<file path="config.mk">
export PLATFORM = sky130hd
export DESIGN_NAME = spram_initiator
export DESIGN_NICKNAME = d
export VERILOG_FILES = /design/src/rtl/orion_mem_pkg.sv /design/src/rtl/spram_lane_align.sv /design/src/rtl/spram_initiator.sv
export SDC_FILE = /design/constraint.sdc
export NUM_CORES = 1
export LEC_CHECK = 0
export ABC_CLOCK_PERIOD_IN_PS = 2100
export CAP_MARGIN = 20
export CORE_ASPECT_RATIO = 1.5
export CORE_MARGIN = 2
export CORE_UTILIZATION = 30
export CTS_BUF_LIST = sky130_fd_sc_hd__clkbuf_8 sky130_fd_sc_hd__clkbuf_16
export CTS_CLUSTER_SIZE = 28
export DETAILED_ROUTE_END_ITERATION = 8
export SETUP_SLACK_MARGIN = 0.2
export SKIP_LAST_GASP = 1
export SLEW_MARGIN = 20
export SYNTH_ARGS = -nofsm -noshare
export SYNTH_HDL_FRONTEND = slang
export SYNTH_SLANG_ARGS = --single-unit
</file>
<file path="constraint.sdc">
create_clock -name clk_i -period 2.1 [get_ports clk_i]
set_input_delay 0.315 -clock clk_i [delete_from_list [all_inputs] [get_ports clk_i]]
set_output_delay 0.315 -clock clk_i [all_outputs]
set_load 0.02 [all_outputs]
</file>
<file path="src/rtl/orion_mem_pkg.sv">
// Shared types for the spram initiator: access sizes, FSM states, byte-mask width
// and the misalignment predicate.
package orion_mem_pkg;

    localparam int MASKW = 4;

    typedef enum logic [1:0] {
        MEM_BYTE = 2'b00,
        MEM_HALF = 2'b01,
        MEM_WORD = 2'b10
    } mem_size_e;

    typedef enum logic [1:0] {
        IDLE  = 2'b00,
        ISSUE = 2'b01,
        WAIT  = 2'b10,
        RSP   = 2'b11
    } spram_init_state_e;

    function automatic logic is_misaligned(input mem_size_e size, input logic [1:0] off);
        logic mis;
        case (size)
            MEM_HALF: mis = off[0];
            MEM_WORD: mis = (off != 2'b00);
            default:  mis = 1'b0;
        endcase
        return mis;
    endfunction

endpackage

</file>
<file path="src/rtl/spram_lane_align.sv">
// Combinational byte-lane steering: store mask/data placement and load lane
// extraction with sign or zero extension.
module spram_lane_align
    import orion_mem_pkg::*;
(
    input  mem_size_e         size_i,
    input  logic [1:0]        off_i,
    input  logic              unsigned_i,
    input  logic [31:0]       wdata_i,
    input  logic [31:0]       rdata_i,
    output logic [MASKW-1:0]  mask_o,
    output logic [31:0]       wdata_o,
    output logic [31:0]       rdata_o
);

    logic [31:0] lane_s;
    logic        sign_s;

    // Shift by the byte offset, then extend according to the access size.
    always_comb begin
        lane_s  = rdata_i >> {off_i, 3'b000};
        wdata_o = wdata_i << {off_i, 3'b000};
        mask_o  = 4'b1111;
        rdata_o = lane_s;
        sign_s  = 1'b0;
        case (size_i)
            MEM_BYTE: begin
                mask_o  = 4'b0001 << off_i;
                sign_s  = ~unsigned_i & lane_s[7];
                rdata_o = {{24{sign_s}}, lane_s[7:0]};
            end
            MEM_HALF: begin
                mask_o  = 4'b0011 << off_i;
                sign_s  = ~unsigned_i & lane_s[15];
                rdata_o = {{16{sign_s}}, lane_s[15:0]};
            end
            default: begin
                mask_o  = 4'b1111;
                rdata_o = lane_s;
            end
        endcase
    end

endmodule

</file>
<file path="src/rtl/spram_initiator.sv">
// Single-outstanding load/store master for one spram port.
// Optional SPRAM_INITIATOR_MISALIGN_CHK_EN: fault misaligned half/word accesses instead of truncating.
module spram_initiator
    import orion_mem_pkg::*;
#(
    parameter int ADDRW     = 32,
    parameter int MEM_ADDRW = 10,
    parameter int DATAW     = 32
) (
    input  logic                 clk_i,
    input  logic                 rst_i,
    input  logic                 req_valid_i,
    output logic                 req_ready_o,
    input  logic [ADDRW-1:0]     req_addr_i,
    input  logic                 req_we_i,
    input  logic [1:0]           req_size_i,
    input  logic                 req_unsigned_i,
    input  logic [DATAW-1:0]     req_wdata_i,
    output logic                 rsp_valid_o,
    input  logic                 rsp_ready_i,
    output logic [DATAW-1:0]     rsp_rdata_o,
    output logic                 rsp_err_o,
    output logic [MEM_ADDRW-1:0] mem_addr_o,
    output logic [DATAW-1:0]     mem_data_o,
    output logic [MASKW-1:0]     mem_mask_o,
    output logic                 mem_we_o,
    output logic                 mem_valid_o,
    input  logic [DATAW-1:0]     mem_data_i,
    input  logic                 mem_resp_i
);

    spram_init_state_e    state_q, state_d;
    logic [MEM_ADDRW-1:0] addr_q, addr_d;
    logic                 we_q, we_d;
    mem_size_e            size_q, size_d;
    logic                 uns_q, uns_d;
    logic [DATAW-1:0]     wdata_q, wdata_d;
    logic [DATAW-1:0]     rdata_q, rdata_d;
    logic                 err_q, err_d;

    mem_size_e            size_norm_s;
    logic [MASKW-1:0]     mask_s;
    logic [DATAW-1:0]     wdata_al_s;
    logic [DATAW-1:0]     load_s;
    logic                 issue_s;
    logic                 unused_addr_s;

    assign unused_addr_s = ^req_addr_i[ADDRW-1:MEM_ADDRW];

    spram_lane_align u_align (
        .size_i     (size_q),
        .off_i      (addr_q[1:0]),
        .unsigned_i (uns_q),
        .wdata_i    (wdata_q),
        .rdata_i    (mem_data_i),
        .mask_o     (mask_s),
        .wdata_o    (wdata_al_s),
        .rdata_o    (load_s)
    );

    // Size encoding 3 behaves as a word access.
    always_comb begin
        if (req_size_i == 2'b11) begin
            size_norm_s = MEM_WORD;
        end else begin
            size_norm_s = mem_size_e'(req_size_i);
        end
    end

    // Next-state and capture logic.
    always_comb begin
        state_d = state_q;
        addr_d  = addr_q;
        we_d    = we_q;
        size_d  = size_q;
        uns_d   = uns_q;
        wdata_d = wdata_q;
        rdata_d = rdata_q;
        err_d   = err_q;
        case (state_q)
            IDLE: begin
                if (req_valid_i) begin
                    addr_d  = req_addr_i[MEM_ADDRW-1:0];
                    we_d    = req_we_i;
                    size_d  = size_norm_s;
                    uns_d   = req_unsigned_i;
                    wdata_d = req_wdata_i;
                    rdata_d = {DATAW{1'b0}};
                    err_d   = 1'b0;
`ifdef SPRAM_INITIATOR_MISALIGN_CHK_EN
                    if (is_misaligned(size_norm_s, req_addr_i[1:0])) begin
                        err_d   = 1'b1;
                        state_d = RSP;
                    end else begin
                        state_d = ISSUE;
                    end
`else
                    // Misaligned offsets are truncated to the natural boundary.
                    case (size_norm_s)
                        MEM_HALF: addr_d[0]   = 1'b0;
                        MEM_WORD: addr_d[1:0] = 2'b00;
                        default:  addr_d      = req_addr_i[MEM_ADDRW-1:0];
                    endcase
                    state_d = ISSUE;
`endif
                end else begin
                    state_d = IDLE;
                end
            end
            ISSUE, WAIT: begin
                if (mem_resp_i) begin
                    rdata_d = we_q ? {DATAW{1'b0}} : load_s;
                    state_d = RSP;
                end else begin
                    state_d = WAIT;
                end
            end
            RSP: begin
                if (rsp_ready_i) begin
                    state_d = IDLE;
                end else begin
                    state_d = RSP;
                end
            end
            default: state_d = IDLE;
        endcase
    end

    // State and captured-request registers.
    always_ff @(posedge clk_i or negedge rst_i) begin
        if (!rst_i) begin
            state_q <= IDLE;
            addr_q  <= {MEM_ADDRW{1'b0}};
            we_q    <= 1'b0;
            size_q  <= MEM_BYTE;
            uns_q   <= 1'b0;
            wdata_q <= {DATAW{1'b0}};
            rdata_q <= {DATAW{1'b0}};
            err_q   <= 1'b0;
        end else begin
            state_q <= state_d;
            addr_q  <= addr_d;
            we_q    <= we_d;
            size_q  <= size_d;
            uns_q   <= uns_d;
            wdata_q <= wdata_d;
            rdata_q <= rdata_d;
            err_q   <= err_d;
        end
    end

    // Memory-side outputs are only non-zero during the single ISSUE cycle.
    assign issue_s     = (state_q == ISSUE);
    assign mem_valid_o = issue_s;
    assign mem_we_o    = issue_s & we_q;
    assign mem_addr_o  = issue_s ? {addr_q[MEM_ADDRW-1:2], 2'b00} : {MEM_ADDRW{1'b0}};
    assign mem_mask_o  = issue_s ? (we_q ? mask_s : 4'b1111) : 4'b0000;
    assign mem_data_o  = (issue_s & we_q) ? wdata_al_s : {DATAW{1'b0}};

    assign req_ready_o = (state_q == IDLE);
    assign rsp_valid_o = (state_q == RSP);
    assign rsp_rdata_o = rdata_q;
    assign rsp_err_o   = err_q;

endmodule

</file>
## Yosys cells after proc, flatten, opt, wreduce, memory -nomap -nowiden

Index checks and enable logic that the tools add are counted.

- Register bits after elaboration: 80
- Input bits: 105
- Word-level logic and storage cells: 48

- Equal/unequal tests: 9
- Shifts and indexed selects: 4
- Muxes and demuxes: 17
- Bitwise gates (word level): 4
- Reduce and logical (&&, ||, !) cells: 7

Operators by type and width:

| kind | count |
|---|---|
| 32-bit two-way mux | 4 |
| 32-bit one-hot mux with 2 select lines | 2 |
| 32-bit by 5-bit << shifter with 32-bit output | 1 |
| 32-bit by 5-bit right shift with 32-bit output | 1 |
| 10-bit two-way mux | 1 |
| 2-bit equality test (second input constant) | 4 |
| 4-bit two-way mux | 2 |
| 4-bit one-hot mux with 2 select lines | 1 |
| 2-bit by 1-bit equality test with 1-bit output (second input constant) | 3 |
| 2-bit one-hot mux with 3 select lines | 1 |
| 2-bit zero test | 2 |
| 1-bit two-way mux | 4 |
| 2-bit two-way mux | 2 |
| 2-bit inequality test (second input constant) | 2 |
| 2-bit OR reduction | 2 |
| 1-bit by 2-bit << shifter with 4-bit output (first input constant) | 1 |
| 2-bit by 2-bit << shifter with 4-bit output (first input constant) | 1 |
| 1-bit bitwise AND | 3 |
| 3-bit AND reduction | 1 |
| 2-bit AND reduction | 1 |
| 2-bit nonzero test | 1 |
| 1-bit inverter | 1 |

## Logic depth before layout (Yosys ltp)

- Depth after elaboration: 6
- Mapped depth: 7

## Cells and area by module

Synthesis repeated with hierarchy kept, for this count alone.

- Cells, all modules: 527
- Area total of the unflattened synthesis: 5107.4 um^2

Modules (own cells, without submodules):

| module | instances | cells each | area an instance (um^2) | seq. area each (um^2) |
|---|---|---|---|---|
| spram_initiator | 1 | 317 | 3663.5 | 2001.9 |
| spram_lane_align | 1 | 210 | 1443.9 | 0.0 |

## Least setup slack after synthesis

OpenSTA, ideal clock, no wires.

- Path kind: reg-to-output
- Start point: register state_q[1]
- End point: output port mem_data_o[0]
- Data arrival time: 1811 ps
- Path slack: -26 ps
- Stages on the path, launching flop included: 8
- Cell sequence: dfrtp_1 -> inv_1 -> ha_1 -> nand2_2 -> or2_2 -> buf_2 -> nor2_1 -> and2_1

- Longest elaborated chain between the ends: 3

RTL lines:

| element | RTL line | text |
|---|---|---|
| from (decl) | spram_initiator.sv:32 | `spram_init_state_e state_q, state_d;` |
| from (signal assigned) | spram_initiator.sv:141 | `state_q <= state_d;` |
| 2-bit by 1-bit equality test with 1-bit output | spram_initiator.sv:153 | `assign issue_s = (state_q == ISSUE);` |
| via mem_valid_o | spram_initiator.sv:27 | `output logic mem_valid_o,` |
| 1-bit bitwise AND | spram_initiator.sv:158 | `assign mem_data_o = (issue_s & we_q) ? wdata_al_s : {DATAW{1'b0}};` |
| 32-bit two-way mux | spram_initiator.sv:158 |  |
| to (decl) | spram_initiator.sv:24 | `output logic [DATAW-1:0] mem_data_o,` |

The timed path passes the listed nets, and every way through them passes these cells.

## Worst setup path after layout

- Start point: register addr_q[1]
- End point: output port mem_data_o[17]

- Longest elaborated chain between the ends: 2

RTL lines:

| element | RTL line | text |
|---|---|---|
| from (decl) | spram_initiator.sv:33 | `logic [MEM_ADDRW-1:0] addr_q, addr_d;` |
| from (signal assigned) | spram_initiator.sv:133 | `addr_q <= {MEM_ADDRW{1'b0}};` |
| from (signal assigned) | spram_initiator.sv:142 | `addr_q <= addr_d;` |
| 32-bit by 5-bit << shifter with 32-bit output | spram_lane_align.sv:22 | `wdata_o = wdata_i << {off_i, 3'b000};` |
| 32-bit two-way mux | spram_initiator.sv:158 |  |

Every way passes these cells.

==> results.md <==
* WL/cell at 18.4 um
* Die area at 15,600 um2
* YS warnings at 0
* Final core occ at 50.3%
* Switching part of the total at 40.1%
* Synth Flop Type: dfrtp_1
* Max_slew headroom at 64.6%
* Top-area cell type share of the netlist area at 45.8%
* Syn Area/Cell at 10.7 um2
* Worst vdd ir at 0.000694 V
* Layout area overhead at 65.9%
* Via-per-instance ratio at 4.95
* Pwr/cell area at 1540 nW/um2
* Gr ovfl total at 0
* Initial antenna violation count at 0
* DP HPWL at 10,500 um
* Power share of the combinational group at 58.0%
* Dpl cells at 768
* R2r startpoint: addr_q[1]
* Clock latency on the worst-skew pair at 0.33 ns
* Met3 wire len at 928 um
* Via Count at 3,961
* Fmax at 486 MHz
* Fill cells at 1,322
* Worst setup SP type: register
* Final hold vios at 0
* Non-filler instance count after layout at 800
* Chip height at 152 um
* Post-synthesis sequential area ratio at 45.8%
* Multi-input gate area at 2580 um2
* Rows at 54
* Mapped cell area at 4370 um2
* Post-synthesis cell type count at 37
* Post-Syn Instances at 409
* Cell Int Power at 6700 uW
* Most common cell in the netlist: dfrtp_1
* Crit-path max FO at 7
* Vias in the first global route at 4,248
* RSZ-0062 raised after global routing: yes
* Port Buffers at 162
* DRT iter0 DRCs at 122
* Crit. End Element: output port
* Post-route ant nets at 0
* Flop pwr share at 25.9%
* Met1 Wirelength at 5410 um
* Area after DPL at 6400 um2
* Clk sinks at 80
* Post-synth ARST share at 100%
* Design area at 7250 um2
* R2r setup slk at 0.11 ns
* Switching power total at 4480 uW
* Final Cycle Share at 98.0%
* Initial DRT Pass Iterations at 4
* Layout cells sized above 1 at 38.2%
* First-pass GRT wire length at 22,300 um
* Status: finished, final reports clean
* Post-synth EDFFs at 0
* Post-route minimum period at 2.06 ns
* Largest net degree at the start of global routing at 50
* FF/Latch Area at 2000 um2
* Critical Path RT at 1.78 ns
* # nets final at 707
* Diodes inserted at 0
* DRC errors left at 0
* Final setup fails at 0
* Met2 wire length at 8100 um
* Clock H-tree levels at 3
* Top layer in use: met4
* Initial core utilization at 30.4%
* GP Congestion at 0.837
* Final Slew Violations at 0
* TritonCTS buffer count at 9
* Area leader, netlist: dfrtp_1
* Tot GR Track Use at 18.8%
* Hold crit path type: in2async
* Arr. time, crit path at 1.74 ns
* Max Root-Sink Buffers at 2
* Largest cells by area after synthesis: dfrtp_1 46%, mux2_2 13%, mux2i_1 7.3%, a221o_1 3.7%, a21oi_1 3.1%
* I/O pin cnt at 188
* Core area at 14,400 um2
* Worst-path clk slew at 0.06 ns
* Routed wire length at 14,700 um
* R2R cell count at 7
* Final hold slack at 0.419 ns
* WS Path Type: reg2out
* Reg2reg end: rsp_rdata_o[8]
* Most instantiated cells after synthesis: 80 x dfrtp_1, 51 x mux2_2, 35 x nor2_1
* Die W at 103 um
* Flops & latches, synth at 80
* Static Leak at 0.00302 uW
* Maxcap violations at 0
* Clk root buf: clkbuf_16
* Slew @ Worst Pin at 0.531 ns
* CTS tree: built
* Clock Skew at 0.00495 ns
* Clock share of power at 16.1%
==> how the worst max path moves through the flow <==
stage | from | endpoint | slack (ns)
finish | addr_q[1] | mem_data_o[17] | 0.04
global route | state_q[1] | mem_data_o[5] | -0.04
CTS | state_q[1] | mem_data_o[5] | 0.02
detailed placement | state_q[1] | mem_data_o[5] | -0.15
global placement | state_q[1] | mem_data_o[7] | -0.15
floorplan | addr_q[0] | mem_data_o[24] | 0.16
==> metal layers <==
| layer | global-route usage (%) | up-vias |
|---|---|---|
| met5 | 0 | - |
| met4 | 7.33 | 0 |
| met3 | 4.13 | 22 |
| met2 | 35.0 | 140 |
| met1 | 20.4 | 1958 |
| li1 | - | 1841 |
==> kinds of logic after synthesis <==
kind of cell	share of synthesized area (%)
other cells	0.0859
mux	21.0
buf+inv	4.50
fa+ha+maj	0.859
simple gates	13.3
flops	45.8
xor+xnor	0.201
compound gates	14.3
==> stage by stage <==
| stage | worst slack [ns] | total power, uW | setup TNS, ns |
|---|---|---|---|
| final | 0.0428 | 11200 | 0 |
| after global routing | -0.0402 | 11900 | -0.287 |
| after CTS | 0.0238 | 10800 | 0 |
| after detailed placement | -0.155 | 8360 | -1.67 |
| after global placement | -0.149 | 8260 | -1.67 |
| after floorplan | 0.158 | 6030 | 0 |
==> cell type report <==
cell class	count	share of cell area [%]
multi-input cells	295	35.6
repair buffers	209	28.4
flip-flops and latches	80	27.7
well taps	196	3.38
clock buffers	10	3.30
clock inverters	6	1.40
inverters	4	0.207
==> state kept, by name, summed over array words and instances (netlist names) <==
register	flops
uns_q	1
addr_q	10
size_q	2
state_q	2
we_q	1
rsp_rdata_o	32
wdata_q	32
==> cell usage in the layout (no fill, tap or decap), types with 8 or more instances in the layout <==
master           instances
a221o_1                 16
a211oi_2                12
dfrtp_1                 78
mux2_2                  51
nor2_1                  29
mux2i_1                 23
a21oi_2                  8
a21oi_1                 18
buf_4                   52
buf_12                   8
buf_6                   17
clkdlybuf4s50_1        113
nand3b_1                 8
and2_1                   9
clkbuf_16                9
nand2_1                 19
o21ai_1                 10
mux2i_4                  9
o21ai_0                 15
==> worst max-delay path: stages (launching register included) <==
cell and delay, ns:
dfrtp_2 0.50, buf_12 0.19, mux2i_4 0.25, nor2_1 0.07, a21oi_1 0.15, nor2_1 0.08
buf_4 0.16
==> power groups by stage <==
stage	combinational (uW)	clock [uW]	sequential [uW]
after global placement	5490	0	2770
after global routing	6970	1900	2990
after CTS	6100	1840	2870
after floorplan	3140	0	2890
final	6490	1800	2900
after detailed placement	5560	0	2810
==> what timing repair did <==
item	in CTS	in global routing
endpoints found under the hold margin	22	0
pin swaps	15	23
cloned	3	1
gates resized for setup	272	57
setup endpoints to repair	74	72
hold buffers	1	0
buffers inserted	5	6
Power figures use the tool's default switching activity.
